**src/rtl/param_updown_counter_if.sv**
```systemverilog
// Control and status bundle for param_updown_counter.
// The master side drives the strobes and limits, and the counter (slave) returns its registered status.
interface param_updown_counter_if #(
    parameter int WIDTH = 8
);
    // Strobes are level-sampled on every rising clock edge. There is no
    // valid/ready handshake: load, en and clr_ovf take effect on the edge
    // that samples them high. out, tc and ovf change only on that edge.
    logic             en;
    logic             up;
    logic             load;
    logic [WIDTH-1:0] load_val;
    logic [WIDTH-1:0] max_val;
    logic             clr_ovf;
    logic [WIDTH-1:0] out;
    logic             tc;
    logic             ovf;

    modport master (
        output en, up, load, load_val, max_val, clr_ovf,
        input  out, tc, ovf
    );

    modport slave (
        input  en, up, load, load_val, max_val, clr_ovf,
        output out, tc, ovf
    );
endinterface

```
**src/rtl/param_updown_counter.sv**
```systemverilog
// Up/down counter over the range 0..max_val, with parallel load, an enable prescaler and wrap/saturate mode.
// Produces a registered count, a one-cycle terminal-count pulse and a sticky overflow flag.
module param_updown_counter #(
    parameter int WIDTH    = 8,
    parameter int PRESCALE = 1,
    parameter int SATURATE = 0
) (
    input  logic                  clk,
    input  logic                  reset,
    param_updown_counter_if.slave bus
);
    localparam bit SAT = (SATURATE != 0);

    logic step;
    logic at_max;
    logic at_zero;
    logic out_of_range;

    assign at_max       = (bus.out == bus.max_val);
    assign at_zero      = (bus.out == '0);
    assign out_of_range = (bus.out > bus.max_val);

    generate
        if (PRESCALE <= 1) begin : g_no_prescale
            assign step = bus.en & ~bus.load;
        end else begin : g_prescale
            localparam int PW = $clog2(PRESCALE);
            localparam logic [PW-1:0] PRE_LAST = PW'(PRESCALE - 1);

            logic [PW-1:0] pre_cnt;

            assign step = bus.en & ~bus.load & (pre_cnt == PRE_LAST);

            // A load restarts the prescale period. The direction input has no effect on the prescaler.
            always_ff @(posedge clk) begin
                if (reset) begin
                    pre_cnt <= '0;
                end else if (bus.load) begin
                    pre_cnt <= '0;
                end else if (bus.en) begin
                    if (pre_cnt == PRE_LAST) begin
                        pre_cnt <= '0;
                    end else begin
                        pre_cnt <= pre_cnt + 1'b1;
                    end
                end
            end
        end
    endgenerate

    always_ff @(posedge clk) begin
        if (reset) begin
            bus.out <= '0;
            bus.tc  <= 1'b0;
            bus.ovf <= 1'b0;
        end else begin
            bus.tc <= 1'b0;
            if (bus.clr_ovf) begin
                bus.ovf <= 1'b0;
            end
            if (bus.load) begin
                bus.out <= (bus.load_val > bus.max_val) ? bus.max_val : bus.load_val;
            end else if (step) begin
                // A limit that was lowered below the count pulls the count back quietly.
                if (out_of_range) begin
                    bus.out <= bus.max_val;
                end else if (bus.up) begin
                    if (at_max) begin
                        bus.out <= SAT ? bus.out : '0;
                        bus.tc  <= 1'b1;
                        bus.ovf <= 1'b1;
                    end else begin
                        bus.out <= bus.out + 1'b1;
                    end
                end else begin
                    if (at_zero) begin
                        bus.out <= SAT ? bus.out : bus.max_val;
                        bus.tc  <= 1'b1;
                        bus.ovf <= 1'b1;
                    end else begin
                        bus.out <= bus.out - 1'b1;
                    end
                end
            end
        end
    end
endmodule
```
**src/flat_wrapper.sv**
```systemverilog
// flat-port wrapper written by rule: the top's interface ports become plain ports
module param_updown_counter_flat 
#(
    parameter int WIDTH    = 8,
    parameter int PRESCALE = 1,
    parameter int SATURATE = 0
)
  (clk, reset, bus_en, bus_up, bus_load, bus_load_val, bus_max_val, bus_clr_ovf, bus_out, bus_tc, bus_ovf);
  param_updown_counter_if #(.WIDTH(WIDTH)) bus_i ();
  input  logic clk;
  input  logic reset;
  input wire logic [$bits(bus_i.en)-1:0] bus_en;
  input wire logic [$bits(bus_i.up)-1:0] bus_up;
  input wire logic [$bits(bus_i.load)-1:0] bus_load;
  input wire logic [$bits(bus_i.load_val)-1:0] bus_load_val;
  input wire logic [$bits(bus_i.max_val)-1:0] bus_max_val;
  input wire logic [$bits(bus_i.clr_ovf)-1:0] bus_clr_ovf;
  output wire logic [$bits(bus_i.out)-1:0] bus_out;
  output wire logic [$bits(bus_i.tc)-1:0] bus_tc;
  output wire logic [$bits(bus_i.ovf)-1:0] bus_ovf;
  assign bus_i.en = bus_en;
  assign bus_i.up = bus_up;
  assign bus_i.load = bus_load;
  assign bus_i.load_val = bus_load_val;
  assign bus_i.max_val = bus_max_val;
  assign bus_i.clr_ovf = bus_clr_ovf;
  assign bus_out = bus_i.out;
  assign bus_tc = bus_i.tc;
  assign bus_ovf = bus_i.ovf;
  param_updown_counter #(.WIDTH(WIDTH), .PRESCALE(PRESCALE), .SATURATE(SATURATE)) u_core (.clk(clk), .reset(reset), .bus(bus_i));
endmodule
```
**config.mk**
```make
export PLATFORM = sky130hd
export DESIGN_NAME = param_updown_counter_flat
export DESIGN_NICKNAME = d
export VERILOG_FILES = /design/src/rtl/param_updown_counter_if.sv /design/src/rtl/param_updown_counter.sv /design/src/flat_wrapper.sv
export SDC_FILE = /design/constraint.sdc
export NUM_CORES = 1
export LEC_CHECK = 0
export ABC_AREA = 1
export CELL_PAD_IN_SITES_DETAIL_PLACEMENT = 0
export CELL_PAD_IN_SITES_GLOBAL_PLACEMENT = 1
export CORE_ASPECT_RATIO = 0.7
export CORE_MARGIN = 1.5
export CORE_UTILIZATION = 38
export CTS_CLUSTER_SIZE = 16
export DETAILED_ROUTE_END_ITERATION = 16
export PLACE_DENSITY_LB_ADDON = 0.3
export SLEW_MARGIN = 10
export SYNTH_ARGS = -nofsm -noshare
export SYNTH_HDL_FRONTEND = slang
export SYNTH_SLANG_ARGS = --single-unit
export TNS_END_PERCENT = 10
```
**constraint.sdc**
```tcl
create_clock -name clk -period 3.5 [get_ports clk]
set_input_delay 0.35 -clock clk [delete_from_list [all_inputs] [get_ports clk]]
set_output_delay 0.35 -clock clk [all_outputs]
set_load 0.02 [all_outputs]
```
# Word level (Yosys, flattened, before mapping)
# Index checks and enable logic that the tools add are counted.
dict set report word_totals {
  register_bits 10
  inputBits 22
  output_inout_bits 10
  word_cells 31
}
dict set report op_classes {
  add_sub_neg 2
  magnitude_cmp 2
  n_eq_ne 1
  mux 17
  n_bitwise 3
  n_reduce_logical 3
}
# cell n
set ops {}
lappend ops {{two-way mux 8 bit} 7}
lappend ops {{> comparator 8 bit} 2}
lappend ops {{two-way mux 1 bit} 10}
lappend ops {{adder 8 x 1 -> 8 bit (second input constant)} 1}
lappend ops {{equality test 8 bit} 1}
lappend ops {{zero test 8 bit} 1}
lappend ops {{subtractor 8 x 1 -> 8 bit (second input constant)} 1}
lappend ops {{OR reduction 4 bit} 1}
lappend ops {{NOT 1 bit} 2}
lappend ops {{nonzero test 2 bit} 1}
lappend ops {{bitwise AND 1 bit} 1}

# Depth between registers and ports, before layout
dict set report logic_depth {
  word_depth 6
  depth_mapped 16
  depth_no_buf 15
}

# Worst setup path before layout
# OpenSTA, ideal clock, no wires.
dict set report synth_path {
  path_type {reg2reg}
  startpoint {register u_core.bus.out[0]}
  endpoint {register u_core.bus.out[0]}
  setup_time_ns 0.118
  arrival_ns 1.734
  t_required_ns 3.382
  slack_ns 1.648
  path_stages_with_launch 13
  path_buffers 1
  synth_period_minus_slack_ns 1.852
  cell_sequence {dfxtp_1 -> inv_1 -> ha_1 -> nand2_1 -> nor2_2 -> nand2_1 -> nand2_2 -> buf_6 -> nand3_1 -> nand2_1 -> nor2_1 -> nor2_1 -> nor2_1}
}
dict set report synth_via {
  elab_chain_len 6
  elab_cells_between_ends 11
  cone_classes {2 x add/sub; 1 x order compare; 1 x eq/ne; 6 x mux; 1 x reduce/logical}
}
# item line_no
set synth_lines {}
lappend synth_lines {{from (decl)} param_updown_counter_if.sv:26} ;# output out, tc, ovf
lappend synth_lines {{from (signal assigned)} param_updown_counter.sv:62} ;# bus.out <= (bus.load_val > bus.max_val) ? bus.max_val : bus.load_val;
lappend synth_lines {{from (signal assigned)} param_updown_counter.sv:66} ;# bus.out <= bus.max_val;
lappend synth_lines {{from (signal assigned)} param_updown_counter.sv:69} ;# bus.out <= SAT ? bus.out : '0;
lappend synth_lines {{subtractor 8 x 1 -> 8 bit, or another cell as far along} param_updown_counter.sv:81} ;# bus.out <= bus.out - 1'b1;
lappend synth_lines {{two-way mux 8 bit (on tied branches)} {param_updown_counter.sv:76, param_updown_counter.sv:68}}
lappend synth_lines {{two-way mux 8 bit} param_updown_counter.sv:67} ;# end else if (bus.up) begin
lappend synth_lines {{two-way mux 8 bit *} param_updown_counter.sv:65} ;# if (out_of_range) begin
lappend synth_lines {{two-way mux 8 bit *} param_updown_counter.sv:63} ;# end else if (step) begin
lappend synth_lines {{two-way mux 8 bit *} param_updown_counter.sv:61} ;# if (bus.load) begin
# Mark *: on every way between the ends. The rest lies on a longest branch, timed or not. The select of a mux whose other input is x is not followed.
# A chain may end at the register's enable or synchronous reset.

# Worst setup path in the final report
dict set report layout_path {
  startpoint {input port bus_max_val[5]}
  endpoint {register u_core.bus.out[1]}
}
dict set report layout_via {
  elab_chain_len 6
  elab_cells_between_ends 9
  cone_classes {2 x order compare; 1 x eq/ne; 6 x mux}
}
# item line_no
set layout_lines {}
lappend layout_lines {{from (decl)} flat_wrapper.sv:16} ;# input wire logic [$bits(bus_i.max_val)-1:0] bus_max_val;
lappend layout_lines {{branches (longest 5 deep; another with > comparator 8 bit)} --}
lappend layout_lines {{two-way mux 8 bit *} param_updown_counter.sv:61}
# Mark *: on every way between the ends. The select of a mux whose other input is x is not followed.

==> flow_summary_export.csv <==
group,metric,value,unit
timing,timing.clock.skew,0.002324,ns
yosys,ys_seq_elements,10,
yosys,synth_area,0.001628,mm^2
cells_and_area,multi_input_area,0.001226,mm^2
yosys,synth.area.top_cells,"nand2_1 (21%), ha_1 (15%), dfxtp_1 (12%), inv_1 (8.5%), nor2_1 (8.5%)",
clocking,cts_tree,"done",
timing,timing.final.crit_share,0.6697,
global_routing,grt_overflow,0,
cells_and_area,drive_gt1_frac,0.08224,
placed_design,post_dp_cell_area,0.001944,mm^2
critical_path,critPathArrivalTime,2.46,ns
critical_path,end_kind,"flop",
critical_path,critPathMaxStageDelay,0.49,ns
yosys,ys_types,29,
clocking,ctsResizeCount,0,
global_routing,grt_max_degree,15,
yosys,synth_flop_cell,"dfxtp_1",
drt,antenna_left,0,
placed_design,dp_hpwl,3.468,mm
yosys,postSynthAreaPerCell,5.877,um^2
drt,route.detailed.drc,0,
timing,slew_violations,0,
yosys,async_reset_ff_frac,0,
cells_and_area,design_area,0.001986,mm^2
clocking,path_clk_slew,0.05,ns
power_and_ir_drop,ir_worst_vdd,0.1605,mV
drt,vias,1679,
yosys,synth_compound_area_frac,0.09685,
floorplanning,die_area,0.004692,mm^2
yosys,synth-edff-count,0,
clocking,clk_path_buf_depth,2,
power_and_ir_drop,cellLeakagePower,1.060,nW
drt,viasPerCell,4.716,
clocking,clock_sinks,10,
critical_path,cp_slowest_cell,"clkdlybuf4s50_1",
timing,layout_min_cycle_time,2.344,ns
timing,rsz0062_at_grt,"false",
timing,fmax,426.7,MHz
critical_path,cp_data_required_time,3.62,ns
run_status,status,"completed",
cells_and_area,fin_nets,347,
critical_path,critPathLaunchType,"input port",
critical_path,path_delay_family,"simple AND/OR/NAND/NOR gates",
critical_path,crit_buf_inv,2,
cells_and_area,num_antenna_cells,0,
clocking,root_buffer,"clkbuf_8",
drt,dr.first_iter.drc_count,60,
yosys,synthSimpleGateAreaFrac,0.4942,
floorplanning,die_height,57.76,um
timing,max_slew_margin,0.6316,
yosys,syn_inst,277,
yosys,synth-xor-area-share,0.01614,
timing,worst_slew_pin_slew,0.5519,ns
placed_design,gp_congestion,0.8007,
yosys,synth_most_common_cell,"nand2_1",
floorplanning,core_area,0.004018,mm^2
yosys,ys_warn_count,0,
critical_path,critPathMaxFanout,13,
yosys,synth_top_cell_area_share,0.2075,
yosys,synthAdderAreaFrac,0.1460,
floorplanning,rows,19,
clocking,htreeDepth,1,
timing,fin_setup_tns,0,ns
clocking,hold_buffers,0,
yosys,ys_seq_area_frac,0.1230,
placed_design,io_buffers,31,
cells_and_area,final_util,0.4942,
critical_path,cp_cell_sequence,"clkdlybuf4s50_1 -> inv_1 -> ha_1 -> a21oi_1 -> nor2_1 -> nor2_1 -> nand2_1 -> nand2_1 -> nand2_1 -> nand3_1 -> nand2_1 -> nor2_1 -> nor2_1",
drt,drtPass1Iterations,4,
flow_run,maxCapViolations,0,
clocking,clkLatencyLatePin,0.24,ns
global_routing,grt_pass1_wl,7.065,mm
global_routing,antenna_found_initial,0,
floorplanning,die_x,81.23,um
timing,whs,0.4843,ns
timing,hold_violations,0,
cells_and_area,final_cells,356,
yosys,synth_mux_area_frac,0,
yosys,synthTopCellsByCount,"nand2_1 (90), inv_1 (37), nor2_1 (37)",
global_routing,grt_pass1_vias,1504,
placed_design,placed_cells,353,
floorplanning,start_util,0.4052,
drt,wl_per_cell,11.75,um
clocking,postCtsSetupRepairBufs,0,
yosys,synth_largest_area_cell,"nand2_1",
cells_and_area,register_area,200.2,um^2
timing,setup_viol_count_final,0,
global_routing,grt_util_all_layers,0.1923,
clocking,cts_made_buffers,3,
yosys,synth_fp_nets,318,
power_and_ir_drop,pwr_density_cell,299.2,mW/mm^2
cells_and_area,syn_to_final_growth,21.98,%
floorplanning,pin_count,32,
cells_and_area,nFillCells,435,
drt,routed_wl,4.184,mm
hold_path,hold_path.class,"flop to flop",
yosys,synth_top_family_by_area,"simple AND/OR/NAND/NOR gates",
critical_path,critPathKind,"input port to flop",
[final timing paths]
| kind | startpoint | end | slack [ns] | depth (start not counted) |
|---|---|---|---|---|
| max | bus_max_val[5] | u_core.bus.out[1]$_SDFFE_PP0P_ | 1.16 | 13 |
| min | u_core.bus.ovf$_SDFF_PP0_ | u_core.bus.ovf$_SDFF_PP0_ | 0.48 | 2 |
| min reg2reg | u_core.bus.ovf$_SDFF_PP0_ | u_core.bus.ovf$_SDFF_PP0_ | 0.48 | 2 |
| max reg2reg | u_core.bus.out[3]$_SDFFE_PP0P_ | u_core.bus.out[7]$_SDFFE_PP0P_ | 1.43 | 13 |
[flip-flops by register name, indices dropped and copies added, names as in the netlist]
name / count
u_core.bus.out: 8
u_core.bus.ovf: 1
u_core.bus.tc: 1
[metrics by stage]
step	worst slack [ns]	power, W
after floorplan	1.648	0.0003857
after global placement	0.8892	0.0004706
after detailed placement	0.9496	0.0004696
after CTS	1.186	0.0005957
after global routing	0.9090	0.0006433
final	1.156	0.0005942
[power breakdown]
group | internal (W) | switching (W) | leakage, nW
registers | 0.000124 | 0.0000271 | 0.0824
clock network | 0.0000758 | 0.0000504 | 0.0216
logic | 0.000131 | 0.000186 | 0.956
[cells by family (layout without fill, tap and decap cells)]
group / after synthesis / in the layout
xor+xnor: 3 / 3
simple gates: 171 / 171
flops: 10 / 10
fa+ha+maj: 19 / 19
compound gates: 29 / 29
buf+inv: 45 / 72
[layout by cell type, fill, tap and decap left out, types with 2 or more instances in the layout]
cell type / netlist / routed
nor2_8: 2 / 2
o21ai_1: 3 / 3
o21ai_0: 5 / 5
nand3b_1: 2 / 2
nor2_2: 5 / 5
nand2_4: 2 / 2
nor2_1: 37 / 37
nand2_2: 4 / 4
dfxtp_1: 10 / 10
nand3_2: 3 / 3
xor2_1: 3 / 3
clkbuf_8: 0 / 3
nand3_1: 20 / 20
clkdlybuf4s50_1: 0 / 31
ha_1: 19 / 19
a21oi_1: 17 / 17
inv_1: 37 / 37
nand2_1: 90 / 90
nor2_4: 2 / 2
a21o_1: 2 / 2
[metal layers]
metal / vias to the layer above / wire length [um] / track usage
met1: 718 / 2406 / 0.2981
met2: 35 / 1585 / 0.2821
li1: 926 / - / -
met3: 0 / 192 / 0.04409
met5: - / 0 / 0
met4: 0 / 0 / 0.007389
[cell type report]
class | count | share of cell area
Multi-Input combinational cell | 222 | 0.6175
Timing Repair Buffer | 31 | 0.1563
Sequential cell | 10 | 0.1008
Inverter | 38 | 0.07183
Tap cell | 52 | 0.03277
Clock buffer | 3 | 0.02079
[worst min-delay path, stage by stage (launching register included)]
cell and delay (ns):
dfxtp_1 0.31, inv_1 0.05, o32ai_1 0.08
Power figures use the tool's default switching activity.
